<file path="config.mk">
export PLATFORM = sky130hd
export DESIGN_NAME = ctl_gun_flash
export DESIGN_NICKNAME = d
export VERILOG_FILES = /design/src/rtl/gun_pkg.sv /design/src/rtl/ctl_gun_flash.sv
export SDC_FILE = /design/constraint.sdc
export NUM_CORES = 1
export LEC_CHECK = 0
export CAP_MARGIN = 10
export CORE_UTILIZATION = 49
export CTS_BUF_LIST = sky130_fd_sc_hd__clkbuf_16
export DETAILED_ROUTE_END_ITERATION = 8
export PLACE_DENSITY_LB_ADDON = 0.15
export SLEW_MARGIN = 20
export SYNTH_ARGS = -nofsm -noshare
export SYNTH_HDL_FRONTEND = slang
export SYNTH_SLANG_ARGS = --single-unit
</file>
<file path="constraint.sdc">
create_clock -name clk -period 1.8 [get_ports clk]
set_clock_uncertainty 0.05 [all_clocks]
set_input_delay 0.27 -clock clk [delete_from_list [all_inputs] [get_ports clk]]
set_output_delay 0.27 -clock clk [all_outputs]
set_load 0.01 [all_outputs]
</file>
<file path="src/rtl/gun_pkg.sv">
// Shared types for the light-gun shot sequencer: FSM state encoding and
// frame counter width.
package gun_pkg;

  typedef enum logic [2:0] {
    IDLE,
    ARM,
    BLACK,
    TARGET,
    RESULT,
    COOLDOWN
  } gun_state_t;

  localparam int CNT_W = 8;

endpackage

</file>
<file path="src/rtl/ctl_gun_flash.sv">
// Light-gun shot sequencer: trigger rise -> black frame(s) -> target frame(s)
// -> hit/miss pulse -> cooldown. All outputs are registered.
module ctl_gun_flash
  import gun_pkg::*;
#(
  parameter int BLACK_FRAMES    = 1,
  parameter int TARGET_FRAMES   = 1,
  parameter int COOLDOWN_FRAMES = 10
) (
  input  logic clk,
  input  logic rst,
  input  logic new_frame,
  input  logic enable,
  input  logic gun_is_connected,
  input  logic gun_trigger,
  input  logic gun_photodetector,
  output logic shot_fired,
  output logic hit,
  output logic miss,
  output logic blank_screen,
  output logic show_target,
  output logic busy
);

  localparam logic [CNT_W-1:0] BLACK_LAST  = CNT_W'(BLACK_FRAMES - 1);
  localparam logic [CNT_W-1:0] TARGET_LAST = CNT_W'(TARGET_FRAMES - 1);
  localparam logic [CNT_W-1:0] COOL_LAST   = CNT_W'(COOLDOWN_FRAMES);

  gun_state_t       state_reg, state_next;
  logic [CNT_W-1:0] frame_cnt_reg, frame_cnt_next;
  logic             trig_q_reg;
  logic             dark_fail_reg, dark_fail_next;
  logic             seen_reg, seen_next;
  logic             shot_next, hit_next, miss_next;
  logic             blank_next, show_next, busy_next;
  logic             rise;

  assign rise = gun_trigger & ~trig_q_reg;

  always_comb begin
    state_next     = state_reg;
    frame_cnt_next = frame_cnt_reg;
    dark_fail_next = dark_fail_reg;
    seen_next      = seen_reg;
    shot_next      = 1'b0;
    hit_next       = 1'b0;
    miss_next      = 1'b0;

    case (state_reg)
      IDLE: begin
        if (rise && enable && gun_is_connected) begin
          state_next = ARM;
          shot_next  = 1'b1;
        end
      end
      ARM: begin
        if (!gun_is_connected) begin
          state_next = IDLE;
          miss_next  = 1'b1;
        end else if (new_frame) begin
          state_next     = BLACK;
          frame_cnt_next = '0;
          dark_fail_next = 1'b0;
          seen_next      = 1'b0;
        end
      end
      BLACK: begin
        if (!gun_is_connected) begin
          state_next = IDLE;
          miss_next  = 1'b1;
        end else begin
          dark_fail_next = dark_fail_reg | gun_photodetector;
          if (new_frame) begin
            if (frame_cnt_reg == BLACK_LAST) begin
              state_next     = TARGET;
              frame_cnt_next = '0;
            end else begin
              frame_cnt_next = frame_cnt_reg + 1'b1;
            end
          end
        end
      end
      TARGET: begin
        if (!gun_is_connected) begin
          state_next = IDLE;
          miss_next  = 1'b1;
        end else begin
          seen_next = seen_reg | gun_photodetector;
          if (new_frame) begin
            if (frame_cnt_reg == TARGET_LAST) begin
              // The result pulse is registered on entry so it is visible
              // during the single RESULT cycle.
              state_next = RESULT;
              hit_next   = seen_next & ~dark_fail_reg;
              miss_next  = ~(seen_next & ~dark_fail_reg);
            end else begin
              frame_cnt_next = frame_cnt_reg + 1'b1;
            end
          end
        end
      end
      RESULT: begin
        state_next     = COOLDOWN;
        frame_cnt_next = '0;
      end
      COOLDOWN: begin
        if (frame_cnt_reg == COOL_LAST) begin
          state_next = IDLE;
        end else if (new_frame) begin
          frame_cnt_next = frame_cnt_reg + 1'b1;
        end
      end
      default: state_next = IDLE;
    endcase

    blank_next = (state_next == BLACK) || (state_next == TARGET);
    show_next  = (state_next == TARGET);
    busy_next  = (state_next != IDLE);
  end

  always_ff @(posedge clk or negedge rst) begin
    if (!rst) begin
      state_reg     <= IDLE;
      frame_cnt_reg <= '0;
      trig_q_reg    <= 1'b0;
      dark_fail_reg <= 1'b0;
      seen_reg      <= 1'b0;
      shot_fired    <= 1'b0;
      hit           <= 1'b0;
      miss          <= 1'b0;
      blank_screen  <= 1'b0;
      show_target   <= 1'b0;
      busy          <= 1'b0;
    end else begin
      state_reg     <= state_next;
      frame_cnt_reg <= frame_cnt_next;
      trig_q_reg    <= gun_trigger;
      dark_fail_reg <= dark_fail_next;
      seen_reg      <= seen_next;
      shot_fired    <= shot_next;
      hit           <= hit_next;
      miss          <= miss_next;
      blank_screen  <= blank_next;
      show_target   <= show_next;
      busy          <= busy_next;
    end
  end

endmodule

</file>
# Word-level counts from Yosys, hierarchy flattened
# Index checks and enable logic that the tools add are counted.
classes:
  addsub: 1
  mul: 0
  n_div: 0
  n_lt_le_gt_ge: 0
  n_eq_ne: 17
  n_shift: 0
  n_mux: 39
  bitwise: 7
  n_reduce_logical: 13
op_table:
  columns: ["operator", "count"]
  rows:
  - ["8-bit two-way mux", 10]
  - ["8-bit case mux with 5 select lines", 1]
  - ["3-bit two-way mux", 10]
  - ["2-bit != test, second input constant", 9]
  - ["3-bit case mux with 6 select lines", 1]
  - ["1-bit two-way mux", 14]
  - ["3-bit by 2-bit == test with 1-bit output, second input constant", 4]
  - ["10-bit AND reduction", 1]
  - ["8-bit by 1-bit adder with 8-bit output, second input constant", 1]
  - ["8-bit by 4-bit == test with 1-bit output, second input constant", 1]
  - ["8-bit zero test", 1]
  - ["4-bit AND reduction", 2]
  - ["3-bit == test, second input constant", 2]
  - ["1-bit case mux with 2 select lines", 3]
  - ["5-bit nonzero test", 1]
  - ["2-bit nonzero test", 2]
  - ["3-bit by 1-bit == test with 1-bit output, second input constant", 1]
  - ["3-bit zero test", 1]
  - ["1-bit inverter", 3]
  - ["3-bit nonzero test", 1]
  - ["1-bit AND", 2]
  - ["1-bit logical AND", 2]
  - ["1-bit OR", 2]
  - ["2-bit OR reduction", 1]
  - ["1-bit logical OR", 1]
word_totals:
  ff_bits: 20
  latchBits: 0
  mem_bits_rw: 0
  rom_bits: 0
  in_bits: 7
  output_inout_bits: 6
  elab_cells: 88
  memories: 0

# Depth between registers and ports, before layout
logic_depth:
  ltp_word: 8
  mapped_depth: 7
  ltp_nobuf: 7

# Least setup slack after synthesis
# Ideal clock, no wire load.
synth_path:
  path_type: "reg-to-reg"
  start: "register frame_cnt_reg[0]"
  end: "register frame_cnt_reg[0]"
  setup_time_ps: 125
  arrival_ps: 1535
  t_required_ps: 1625
  setup_slack_ps: 91
  stages_incl_launch_ff: 8
  path_buffers: 0
  synth_period_minus_slack_ps: 1709
  path_cell_list: "dfrtp_1 > inv_1 > ha_1 > nor4bb_1 > o2111ai_1 > o21ai_2 > a21oi_2 > mux2_2"
synth_via:
  elab_chain_cells: 5
  word_cells_on_any_way: 15
  cone_classes: "1 x add/sub; 3 x eq/ne; 9 x mux; 2 x reduce/logical"
synth_lines:
  columns: ["element", "line", "text"]
  rows:
  - ["start, declared", "ctl_gun_flash.sv:30", "logic [CNT_W-1:0] frame_cnt_reg, frame_cnt_next;"]
  - ["start signal, assigned", "ctl_gun_flash.sv:136", "frame_cnt_reg <= frame_cnt_next;"]
  - ["8-bit by 1-bit adder with 8-bit output / 8-bit zero test (equally long branches)", null, null]
  - ["8-bit two-way mux (on tied branches)", "ctl_gun_flash.sv:90, ctl_gun_flash.sv:74", null]
  - ["8-bit two-way mux (on tied branches)", "ctl_gun_flash.sv:89, ctl_gun_flash.sv:73", null]
  - ["8-bit two-way mux (on tied branches)", "ctl_gun_flash.sv:84, ctl_gun_flash.sv:68", null]
  - ["8-bit case mux with 5 select lines", "ctl_gun_flash.sv:49", "case (state_reg)"]
# Several ways; a longest one is shown, not always the timed one. The select of a mux whose other input is x is not followed.
# A chain may end at the register's enable or synchronous reset.

# Worst setup path after layout
# Ends and elaborated chain as after synthesis.

==> results_dict.tcl <==
set metrics [dict create \
    grt_pass1_vias 856 \
    synth_edf_count 0 \
    r2r_cells 7 \
    finalPower_mw 1.852 \
    timing.rr.end "frame_cnt_reg[0]" \
    path_buf_inv 1 \
    maxCapViolCount 0 \
    swShare_pct 32.40 \
    min_path_type "in -> async" \
    overflow 0 \
    ys_warn_count 0 \
    avgSynthCellArea_um2 10.15 \
    antenna_found_initial 0 \
    syn_area_um2 1116 \
    dp_hpwl_um 1755 \
    nFillCells 142 \
    finalWirelength_um 2591 \
    io_pins 13 \
    cp.required_ns 1.89 \
    worst-path-stages 7 \
    syn_to_final_growth_pct 32.17 \
    nNetsFinal 146 \
    io_buffers 12 \
    drc 0 \
    drtAntennaViolNets 0 \
    hold_viol 0 \
    vdd_drop_max_mv 1.029 \
    p_sw_mw 0.6002 \
    cp_slowest_stage_delay_ns 0.37 \
    vias 931 \
    path_delay_family "flip-flops" \
    clock-sinks 20 \
    cp_cell_sequence "inv_1 -> ha_2 -> nor4bb_4 -> o2111ai_2 -> o21ai_2 -> a21oi_2 -> mux2_2" \
    cpMaxStageDelayCell "dfrtp_1" \
    path_class "reg -> reg" \
    synth-seq-cells 20 \
    final-seq-area_um2 500.5 \
    die_y_um 49.73 \
    grt_usage_pct 21.78 \
    p_comb_share_pct 35.7 \
    finalCritPeriodShare_pct 97.83 \
    cts_tree "yes" \
    intPower_mw 1.252 \
    clockRootBuffer "clkbuf_16" \
    setup_viol 0 \
    place_congestion 0.8472 \
    cts_htree_levels 1 \
    clk_path_buf_depth 2 \
    status "completed" \
    ys_async_sr_fraction_pct 100.0 \
    cp_max_fo 3 \
    grt_pass1_wl_um 3933 \
    synthCells 110 \
    rows 16 \
    period_minus_slack_ns 1.761 \
    drt_iter0_drc 37 \
    largest_reg_flops 8 \
    wl_per_cell_um 15.99 \
    viasPerCell 5.747 \
    seq_area_frac_synth_pct 44.84 \
    multiInputGateArea_um2 599.3 \
    cts-buffers-inserted 3 \
    cts.clk_slew.worst_paths_ns 0.06 \
    leakage_nw 0.6807 \
    r2r_slack_ns 0.04 \
    clock_latency_ns 0.25 \
    p_per_area_nw_per_um2 1256 \
    grt_max_degree 21 \
    worstPathArrival_ns 1.85 \
    endpoint_kind "flop" \
    core_um2 2042 \
    hold_buffers 0 \
    final_core_utilization_pct 72.24 \
    drv_slew 0 \
    die-area_um2 2473 \
    drive_gt1_share_pct 22.96 \
    pwr-share-clk_pct 32.8 \
    first_pass_iters 4 \
    synth_flop_cell "dfrtp_1" \
    startpoint_type "flop" \
    seq_power_share_pct 31.5 \
    tightest_slew_ns 0.4299 \
    die_w_um 49.73 \
    start_util_pct 54.66 \
    synth_nets 120 \
    r2r_start "frame_cnt_reg[0]" \
    synth.distinct_cells 38 \
    diodes 0 \
    fmax_ghz 0.5679 \
    maxSlewHeadroom_pct 71.04 \
]
layout by cell type, fill, tap and decap left out, drive strengths merged, types with 5 or more instances in the layout:
| master | Yosys | routed |
|---|---|---|
| inv | 5 | 5 |
| o2111ai | 6 | 6 |
| nand2 | 6 | 6 |
| nor2 | 15 | 15 |
| xor2 | 7 | 7 |
| dfrtp | 20 | 20 |
| clkdlybuf4s50 | 0 | 12 |
| o21ai | 7 | 7 |
| nand3 | 5 | 5 |
| buf | 2 | 13 |
synthesized netlist by cell type (all sizes together), types with 2 or more instances:
cell | n | area, µm²
a211oi | 3 | 35.03
ha | 3 | 37.54
a31oi | 3 | 18.77
nor3 | 2 | 21.27
and3 | 4 | 26.28
dfrtp | 20 | 500.5
a21oi | 4 | 23.77
nand3 | 5 | 25.02
o2111ai | 6 | 52.55
clkbuf | 2 | 8.750
nor2b | 3 | 21.27
inv | 5 | 18.77
buf | 2 | 12.51
nand4b | 2 | 23.77
xor2 | 7 | 61.31
nor2 | 15 | 56.30
nand2 | 6 | 22.52
o21ai | 7 | 42.54
stage by stage:
stage               setup WS, ns  hold slack, ns   TNS, ns  cells  instance area (µm²)
floorplan                0.09058        -0.07559         0    110                 1116
global placement         0.03790          0.4719         0    156                 1331
detailed placement      -0.04446          0.4835   -0.2397    156                 1331
CTS                      0.02582          0.3110         0    160                 1436
global route            -0.02751          0.3476  -0.02751    162                 1475
finish                   0.03900          0.2919         0    162                 1475
area by class of cell:
class	count	share of cell area (%)
flip-flops and latches	20	33.93
inverters	5	1.272
multi-input cells	81	40.63
well taps	27	2.290
clock inverters	1	2.036
repair buffers	25	14.76
clock buffers	3	5.089
power groups by stage:
stage	clock (mW)	sequential, mW	combinational, mW
3_3_place_gp	0	0.582	0.581
6_report	0.607	0.583	0.662
4_1_cts	0.612	0.575	0.603
5_1_grt	0.628	0.591	0.710
3_5_place_dp	0	0.584	0.595
2_1_floorplan	0	0.582	0.377
worst max path at each step:
stage,startpoint,end,slack (ns)
6_report,frame_cnt_reg[0],frame_cnt_reg[0],0.04
5_1_grt,frame_cnt_reg[1],frame_cnt_reg[0],-0.03
4_1_cts,frame_cnt_reg[0],frame_cnt_reg[0],0.03
3_5_place_dp,gun_is_connected,frame_cnt_reg[3],-0.04
3_3_place_gp,gun_is_connected,frame_cnt_reg[6],0.04
2_1_floorplan,frame_cnt_reg[0],frame_cnt_reg[0],0.09
cell families after synthesis:
family | share of synthesized area, %
AO/OA/AOI/OAI | 20.52
XOR/XNOR | 5.493
adder cells (fa/ha/maj) | 3.364
buffers and inverters | 3.587
flip-flops | 44.84
multiplexers | 1.009
AND/OR/NAND/NOR | 21.19
per-layer routing:
layer | global-route usage, % | vias up | wire, µm
met5 | 0 | - | 0
met4 | 9.048 | 0 | 99
met3 | 5.247 | 8 | 140
met2 | 33.33 | 30 | 1179
met1 | 29.40 | 442 | 1172
li1 | - | 451 | -
what timing repair did:
item / CTS / global route
resized for setup: 0 / 4
buffers inserted: 0 / 2
endpoints found under the setup margin: 0 / 8
Power figures use the tool's default switching activity.
